--- config.mk ---
export PLATFORM = sky130hd
export DESIGN_NAME = pkt_buffer_writer
export DESIGN_NICKNAME = d
export VERILOG_FILES = /design/src/rtl/pkt_buffer_writer_pkg.sv /design/src/rtl/pkt_id_prefetch.sv /design/src/rtl/pkt_buffer_writer.sv
export SDC_FILE = /design/constraint.sdc
export NUM_CORES = 1
export LEC_CHECK = 0
export CAP_MARGIN = 5
export CORE_AREA = 8 8 450 452
export CTS_BUF_LIST = sky130_fd_sc_hd__clkbuf_8
export CTS_CLUSTER_DIAMETER = 150
export DETAILED_ROUTE_END_ITERATION = 10
export DIE_AREA = 0 0 458 460
export PLACE_DENSITY = 0.3
export SLEW_MARGIN = 5
export SYNTH_ARGS = -nofsm -noshare
export SYNTH_HDL_FRONTEND = slang
export SYNTH_SLANG_ARGS = --single-unit
--- constraint.sdc ---
create_clock -name clk -period 2.3 [get_ports clk]
set_input_delay 0.23 -clock clk [delete_from_list [all_inputs] [get_ports clk]]
set_output_delay 0.23 -clock clk [all_outputs]
set_load 0.005 [all_outputs]
--- src/rtl/pkt_buffer_writer_pkg.sv ---
// Shared constants and types for the packet buffer ingress writer.
//   - Packet ID and buffer address widths (a packet slot holds 32 flits).
//   - flit_t: one stored flit {data, sop, eop, empty}.
//   - metadata_t: per-packet descriptor handed to the data mover.
//   - Destination flag encodings and FSM state encodings.
package pkt_buffer_writer_pkg;

  localparam int PKT_AWIDTH    = 9;
  localparam int PKT_NUM       = 1 << PKT_AWIDTH;
  localparam int FLIT_IDX_W    = 5;
  localparam int PKTBUF_AWIDTH = PKT_AWIDTH + FLIT_IDX_W;
  localparam int FLIT_DATA_W   = 512;
  localparam int EMPTY_W       = 6;
  localparam int FLAG_W        = 3;
  localparam int LEN_W         = 16;

  localparam logic [FLAG_W-1:0] PKT_ETH  = 3'b001;
  localparam logic [FLAG_W-1:0] PKT_PCIE = 3'b010;
  localparam logic [FLAG_W-1:0] PKT_DROP = 3'b100;

  localparam logic [1:0] ST_IDLE    = 2'd0;
  localparam logic [1:0] ST_RECV    = 2'd1;
  localparam logic [1:0] ST_DISCARD = 2'd2;
  localparam logic [1:0] ST_META    = 2'd3;

  typedef struct packed {
    logic [FLIT_DATA_W-1:0] data;
    logic                   sop;
    logic                   eop;
    logic [EMPTY_W-1:0]     empty;
  } flit_t;

  typedef struct packed {
    logic [PKT_AWIDTH-1:0] pkt_id;
    logic [FLIT_IDX_W-1:0] flits;
    logic [LEN_W-1:0]      len;
    logic [FLAG_W-1:0]     pkt_flags;
  } metadata_t;

  // Byte length of a packet: every stored flit is 64 bytes except that the
  // last one gives back its empty bytes.
  function automatic logic [LEN_W-1:0] calc_len(input logic [FLIT_IDX_W-1:0] flits,
                                                input logic [EMPTY_W-1:0]    empty);
    return {5'd0, flits, 6'd0} - {10'd0, empty};
  endfunction

endpackage

--- src/rtl/pkt_id_prefetch.sv ---
// Single-entry prefetch register in front of the packet emptylist.
// Holds one free packet ID so an SOP flit can be stored without waiting.
// Ports:
//   clk, rst_n            clock, asynchronous active-low reset
//   enable                allows popping (low right after reset)
//   consume               the held ID is taken this cycle
//   emptylist_out_data    free ID offered by the emptylist
//   emptylist_out_valid   emptylist has a free ID
//   emptylist_out_ready   pop strobe back to the emptylist
//   id, id_valid          held ID and its valid flag
// Handshake: a pop happens on a rising edge where emptylist_out_valid and
// emptylist_out_ready are both high; id_valid reflects it from the next cycle.
module pkt_id_prefetch
  import pkt_buffer_writer_pkg::*;
(
  input  logic                  clk,
  input  logic                  rst_n,
  input  logic                  enable,
  input  logic                  consume,
  input  logic [PKT_AWIDTH-1:0] emptylist_out_data,
  input  logic                  emptylist_out_valid,
  output logic                  emptylist_out_ready,
  output logic [PKT_AWIDTH-1:0] id,
  output logic                  id_valid
);

  logic pop;

  // Refill in the same cycle the held ID leaves, so back-to-back packets
  // never stall on the prefetch register.
  assign emptylist_out_ready = enable & (~id_valid | consume);
  assign pop                 = emptylist_out_valid & emptylist_out_ready;

  always_ff @(posedge clk or negedge rst_n) begin
    if (!rst_n) begin
      id       <= '0;
      id_valid <= 1'b0;
    end else if (pop) begin
      id       <= emptylist_out_data;
      id_valid <= 1'b1;
    end else if (consume) begin
      id_valid <= 1'b0;
    end
  end

endmodule

--- src/rtl/pkt_buffer_writer.sv ---
// Ingress writer for the on-chip packet buffer.
// Takes an Ethernet RX flit stream, allocates a free packet ID from the
// emptylist, writes flit i of the packet to address {pkt_id, i} and, once the
// packet is complete, presents one metadata_t to the data mover.
// Ports:
//   clk, rst_n                 clock, asynchronous active-low reset
//   in_pkt_*                   RX flit stream (valid/ready)
//   emptylist_out_*            free packet ID source (valid/ready pop)
//   pkt_buffer_address/write/writedata   registered buffer write port
//   meta_valid/meta_data/meta_ready      packet descriptor (valid/ready)
//   stat_pkt_cnt, stat_drop_cnt          statistics counters
//   dbg_state                  current FSM state
// Valid/ready rule for every stream: a transfer happens on a rising edge where
// valid and ready are both high; a source holds valid and payload stable until
// that edge.
// Optional build macro PKT_WRITER_STATS_EN enables the statistics counters;
// without it both counters read 0 and no counter flops exist.
module pkt_buffer_writer
  import pkt_buffer_writer_pkg::*;
#(
  parameter int                MAX_FLITS    = 31,
  parameter logic [FLAG_W-1:0] FLAG_DEFAULT = PKT_ETH
) (
  input  logic                     clk,
  input  logic                     rst_n,
  input  logic                     in_pkt_sop,
  input  logic                     in_pkt_eop,
  input  logic                     in_pkt_valid,
  input  logic [FLIT_DATA_W-1:0]   in_pkt_data,
  input  logic [EMPTY_W-1:0]       in_pkt_empty,
  input  logic [FLAG_W-1:0]        in_pkt_flags,
  input  logic                     in_pkt_flags_valid,
  output logic                     in_pkt_ready,
  input  logic [PKT_AWIDTH-1:0]    emptylist_out_data,
  input  logic                     emptylist_out_valid,
  output logic                     emptylist_out_ready,
  output logic [PKTBUF_AWIDTH-1:0] pkt_buffer_address,
  output logic                     pkt_buffer_write,
  output flit_t                    pkt_buffer_writedata,
  output logic                     meta_valid,
  output metadata_t                meta_data,
  input  logic                     meta_ready,
  output logic [31:0]              stat_pkt_cnt,
  output logic [31:0]              stat_drop_cnt,
  output logic [1:0]               dbg_state
);

  localparam logic [5:0] MAX_IDX  = 6'(MAX_FLITS);
  localparam logic [5:0] LAST_IDX = 6'(MAX_FLITS - 1);

  logic                     run_q;
  logic [1:0]               state_q;
  logic [5:0]               flit_idx_q;
  logic [PKT_AWIDTH-1:0]    pkt_id_q;
  logic [FLAG_W-1:0]        flags_q;
  logic [EMPTY_W-1:0]       last_empty_q;
  logic                     wr_q;
  logic [PKTBUF_AWIDTH-1:0] wr_addr_q;
  flit_t                    wr_data_q;
  logic                     meta_valid_q;

  logic [PKT_AWIDTH-1:0]    id;
  logic                     id_valid;
  logic                     accept;
  logic                     sop_take;
  logic                     consume;
  logic                     drop_sop;
  logic                     recv_acc;
  logic                     recv_store;
  logic                     meta_fire;

  // run_q keeps both ready outputs low while in reset and for the first
  // cycle after release.
  always_ff @(posedge clk or negedge rst_n) begin
    if (!rst_n) run_q <= 1'b0;
    else        run_q <= 1'b1;
  end

  pkt_id_prefetch u_prefetch (
    .clk                 (clk),
    .rst_n               (rst_n),
    .enable              (run_q),
    .consume             (consume),
    .emptylist_out_data  (emptylist_out_data),
    .emptylist_out_valid (emptylist_out_valid),
    .emptylist_out_ready (emptylist_out_ready),
    .id                  (id),
    .id_valid            (id_valid)
  );

  assign in_pkt_ready = run_q & (state_q != ST_META);
  assign accept       = in_pkt_valid & in_pkt_ready;
  assign sop_take     = (state_q == ST_IDLE) & accept & in_pkt_sop;
  assign consume      = sop_take & id_valid;
  assign drop_sop     = sop_take & ~id_valid;
  assign recv_acc     = (state_q == ST_RECV) & accept;
  assign recv_store   = recv_acc & ~in_pkt_sop & (flit_idx_q < MAX_IDX);
  assign meta_fire    = meta_valid_q & meta_ready;

  always_ff @(posedge clk or negedge rst_n) begin
    if (!rst_n) begin
      state_q      <= ST_IDLE;
      flit_idx_q   <= '0;
      pkt_id_q     <= '0;
      flags_q      <= '0;
      last_empty_q <= '0;
      wr_q         <= 1'b0;
      wr_addr_q    <= '0;
      wr_data_q    <= '0;
    end else begin
      wr_q <= 1'b0;
      case (state_q)
        ST_IDLE: begin
          if (consume) begin
            pkt_id_q        <= id;
            flags_q         <= in_pkt_flags_valid ? in_pkt_flags : FLAG_DEFAULT;
            flit_idx_q      <= 6'd1;
            last_empty_q    <= in_pkt_empty;
            wr_q            <= 1'b1;
            wr_addr_q       <= {id, 5'd0};
            wr_data_q.data  <= in_pkt_data;
            wr_data_q.sop   <= 1'b1;
            wr_data_q.eop   <= in_pkt_eop | (LAST_IDX == 6'd0);
            wr_data_q.empty <= in_pkt_empty;
            state_q         <= in_pkt_eop ? ST_META : ST_RECV;
          end else if (drop_sop && !in_pkt_eop) begin
            state_q <= ST_DISCARD;
          end
        end
        ST_RECV: begin
          if (recv_acc) begin
            if (in_pkt_sop) begin
              // A new SOP closes the current packet as a drop; the new
              // packet's first flit is lost.
              flags_q <= PKT_DROP;
              state_q <= ST_META;
            end else begin
              if (recv_store) begin
                flit_idx_q      <= flit_idx_q + 6'd1;
                last_empty_q    <= in_pkt_empty;
                wr_q            <= 1'b1;
                wr_addr_q       <= {pkt_id_q, flit_idx_q[FLIT_IDX_W-1:0]};
                wr_data_q.data  <= in_pkt_data;
                wr_data_q.sop   <= 1'b0;
                // The last slot always closes the stored packet, so a
                // truncated packet still ends with eop in the buffer.
                wr_data_q.eop   <= in_pkt_eop | (flit_idx_q == LAST_IDX);
                wr_data_q.empty <= in_pkt_empty;
              end else begin
                flags_q <= PKT_DROP;
              end
              if (in_pkt_eop) state_q <= ST_META;
            end
          end
        end
        ST_DISCARD: begin
          if (accept && in_pkt_eop) state_q <= ST_IDLE;
        end
        ST_META: begin
          if (meta_fire) state_q <= ST_IDLE;
        end
        default: state_q <= ST_IDLE;
      endcase
    end
  end

  // meta_valid rises one cycle after entering META so the last buffer write
  // is already visible when the descriptor is offered.
  always_ff @(posedge clk or negedge rst_n) begin
    if (!rst_n) meta_valid_q <= 1'b0;
    else        meta_valid_q <= (state_q == ST_META) & ~meta_fire;
  end

  assign pkt_buffer_write     = wr_q;
  assign pkt_buffer_address   = wr_addr_q;
  assign pkt_buffer_writedata = wr_data_q;
  assign meta_valid           = meta_valid_q;
  assign meta_data.pkt_id     = pkt_id_q;
  assign meta_data.flits      = flit_idx_q[FLIT_IDX_W-1:0];
  assign meta_data.len        = calc_len(flit_idx_q[FLIT_IDX_W-1:0], last_empty_q);
  assign meta_data.pkt_flags  = flags_q;
  assign dbg_state            = state_q;

`ifdef PKT_WRITER_STATS_EN
  logic [31:0] pkt_cnt_q;
  logic [31:0] drop_cnt_q;

  always_ff @(posedge clk or negedge rst_n) begin
    if (!rst_n) begin
      pkt_cnt_q  <= '0;
      drop_cnt_q <= '0;
    end else begin
      if (meta_fire) pkt_cnt_q  <= pkt_cnt_q + 32'd1;
      if (drop_sop)  drop_cnt_q <= drop_cnt_q + 32'd1;
    end
  end

  assign stat_pkt_cnt  = pkt_cnt_q;
  assign stat_drop_cnt = drop_cnt_q;
`else
  assign stat_pkt_cnt  = '0;
  assign stat_drop_cnt = '0;
`endif

endmodule

==> impl_metrics.csv <==
group,metric,value,unit
clock_network,clk_pin_slew,60,ps
finish,seq_area,0.0142,mm2
critical_path,crit_type,"flip-flop to output port",
power_and_ir_drop,vdd_drop_max,0.566,mV
drt,drc_errors,0,
drt,antenna_left,0,
finish,nFillCells,20500,
power_and_ir_drop,fin_total_pwr,58.2,mW
yosys,synth.distinct_cells,42,
sta,final.min_clock_period,2720,ps
power_and_ir_drop,power_frac_seq,31.9,%
placed_design,place.gp.congestion,0.785,
global_route,antenna_found_initial,31,
placed_design,place_inst,5062,
drt,routed_via_density,3.25,
sta,setup_viol,195,
die,io_pins,1175,
yosys,synth_most_common_cell,"dfrtp_1",
finish,drive_above_1_share,28.7,%
clock_network,h-tree-depth,3,
clock_network,clk_latency,850,ps
placed_design,place_hpwl,106000,um
drt,dr.pass1.iters,4,
yosys,synth_common_cells,"dfrtp_1 (567), mux2_4 (350), mux2_2 (182)",
finish,nNetsFinal,3798,
critical_path,rrSetupSlack,-110,ps
drt,drt-total-wl,141000,um
yosys,synth.area.top_cells,"dfrtp_1 (60%), mux2_4 (22%), mux2_2 (8.7%)",
critical_path,critPathCaptureType,"output port",
global_route,grt_first_pass_wirelength,191000,um
sta,holdWs,146,ps
drt,wire_per_inst,23.8,um
drt,dr.first_iter.drc_count,706,
sta,finalMaxSlewViolations,0,
power_and_ir_drop,p_per_area,1190,mW/mm2
global_route,grt_pass1_vias,22300,
die,core,0.196,mm2
clock_network,numCtsBuffers,119,
clock_network,clockBufferDepth,3,
yosys,synth_area,0.0235,mm2
power_and_ir_drop,power_frac_comb,48.9,%
power_and_ir_drop,p_int,39.6,mW
critical_path,arrival,2490,ps
sta,period_share,118,%
critical_path,path_max_fanout,2,
sta,setup_slack,-422,ps
die,die_area,0.211,mm2
job,cap_violations,0,
yosys,syn_avg_cell_area,17.1,um2
power_and_ir_drop,clock_power_share,19.2,%
yosys,ys_ff_latch,567,
critical_path,crit_required,2070,ps
global_route,grt_use_total,12.7,%
die,die_width,458,um
yosys,yosysTopAreaCell,"dfrtp_1",
critical_path,worst_setup_path_start_kind,"flip-flop",
die,num_rows,163,
outcome,status,"finished with violations",
drt,vias,19300,
die,die_h,460,um
clock_network,cts_root_buffer,"clkbuf_8",
yosys,ys_seq_area_share,60.3,%
finish,multi_input_area,0.00910,mm2
finish,postLayoutCoreUtil,24.9,%
yosys,ys.flop_type,"dfrtp_1",
sta,fin_setup_tns,-11450,ps
yosys,ys_async_sr_fraction,100,%
yosys,ys_warn_count,0,
global_route,grt_overflow,0,
worst_hold_path,hp-class,"input port to flip-flop",
clock_network,cts.sinks,567,
die,start_util,12.0,%
sta,clock-skew-final,66.7,ps
placed_design,postPlaceCellArea,0.0379,mm2
yosys,yosys.area.top_type_share,60.3,%
finish,area_delta_synth_final,107,%
sta,hold_viol,0,
power_and_ir_drop,p_leak,20.6,nW
finish,fin_cells,5923,
yosys,synth_edf_count,0,
clock_network,cts_tree,"yes",
sta,rsz0062_at_grt,"true",
sta,max_freq,0.367,GHz
power_and_ir_drop,switchingPower,18.6,mW
power_and_ir_drop,swShare,32.0,%
finish,final_area,0.0487,mm2
placed_design,place_ws,-356,ps
placed_design,port_buffers,1110,
yosys,synthCells,1379,
global_route,grt_max_degree,62,
outcome,violations,"setup timing",
==> power groups by stage <==
stage	logic, mW	registers (mW)	clock network, mW
after global placement	25.5	18.6	0
after detailed placement	25.4	18.6	0
after floorplan	8.53	18.1	0
after global routing	30.3	19.3	12.3
final	28.5	18.6	11.2
after CTS	28.4	18.6	11.9
==> registers in the layout (all words and copies together), names as in the netlist <==
| register | count |
|---|---|
| pkt_buffer_writedata | 520 |
| pkt_buffer_address | 14 |
| pkt_id_q | 9 |
| u_prefetch.id | 9 |
| flit_idx_q | 6 |
| flags_q | 3 |
| dbg_state | 2 |
| meta_valid | 1 |
| pkt_buffer_write | 1 |
| run_q | 1 |
| u_prefetch.id_valid | 1 |
==> critical path, cell delays in order, from the launching register on <==
cell and delay [ps]:
dfrtp_1 380, or4_4 570, o31ai_4 230, buf_6 140
nor3_4 30, xor2_1 190, buf_2 150
==> cells by family after synthesis <==
| logic type | count (synthesis) | synth area share [%] |
|---|---|---|
| muxes | 543 | 31.5 |
| buffers and inverters | 156 | 5.15 |
| adders and majority gates | 5 | 0.266 |
| other | 2 | 0.0319 |
| and+or+nand+nor | 54 | 1.31 |
| DFF | 567 | 60.3 |
| xor gates and xnor gates | 9 | 0.335 |
| AOI/OAI and AO/OA | 43 | 1.15 |
==> metal layers <==
metal / wire (um) / track usage (%)
met2: 65600 / 20.8
met5: 68 / 0
met1: 56700 / 14.8
met3: 14800 / 6.27
met4: 3800 / 3.39
==> final timing paths <==
kind,from,to,cells past startpoint
worst max register to register,flit_idx_q[1],pkt_buffer_writedata[197],13
max in group asynchronous,rst_n,pkt_buffer_writedata[81],3
min in group asynchronous,rst_n,pkt_buffer_writedata[47],3
worst max-delay path,pkt_buffer_writedata[2],meta_data[12],6
worst min register to register,u_prefetch.id[7],pkt_id_q[7],1
worst min-delay path,in_pkt_data[96],pkt_buffer_writedata[104],2
==> final cells by class <==
class	instances	share of cell area [%]
Antenna cell	19	0.0976
Clock buffer	149	4.21
Clock inverter	64	0.770
Inverter	11	0.110
Multi-Input combinational cell	719	18.7
Sequential cell	567	29.1
Tap cell	2557	6.57
Timing Repair Buffer	1837	40.4
==> layout by cell type (no fill, tap or decap), drive strengths merged, types with 12 or more instances in the layout <==
| cell type | count |
|---|---|
| dlygate4sd3 | 520 |
| conb | 65 |
| a21oi | 16 |
| dfrtp | 567 |
| nand2 | 12 |
| clkdlybuf4s50 | 1055 |
| diode | 19 |
| buf | 212 |
| inv | 61 |
| nor3 | 13 |
| dlygate4sd2 | 34 |
| clkbuf | 161 |
| mux2 | 534 |
==> timing repair <==
item	4_1_cts	5_1_grt
hold endpoints to repair	1083	1
gates resized for setup	356	151
pin swaps	11	7
setup endpoints to repair	363	528
gates cloned	37	12
hold buffers	520	1
setup buffers	60	27
(Power assumes the default switching activity.)
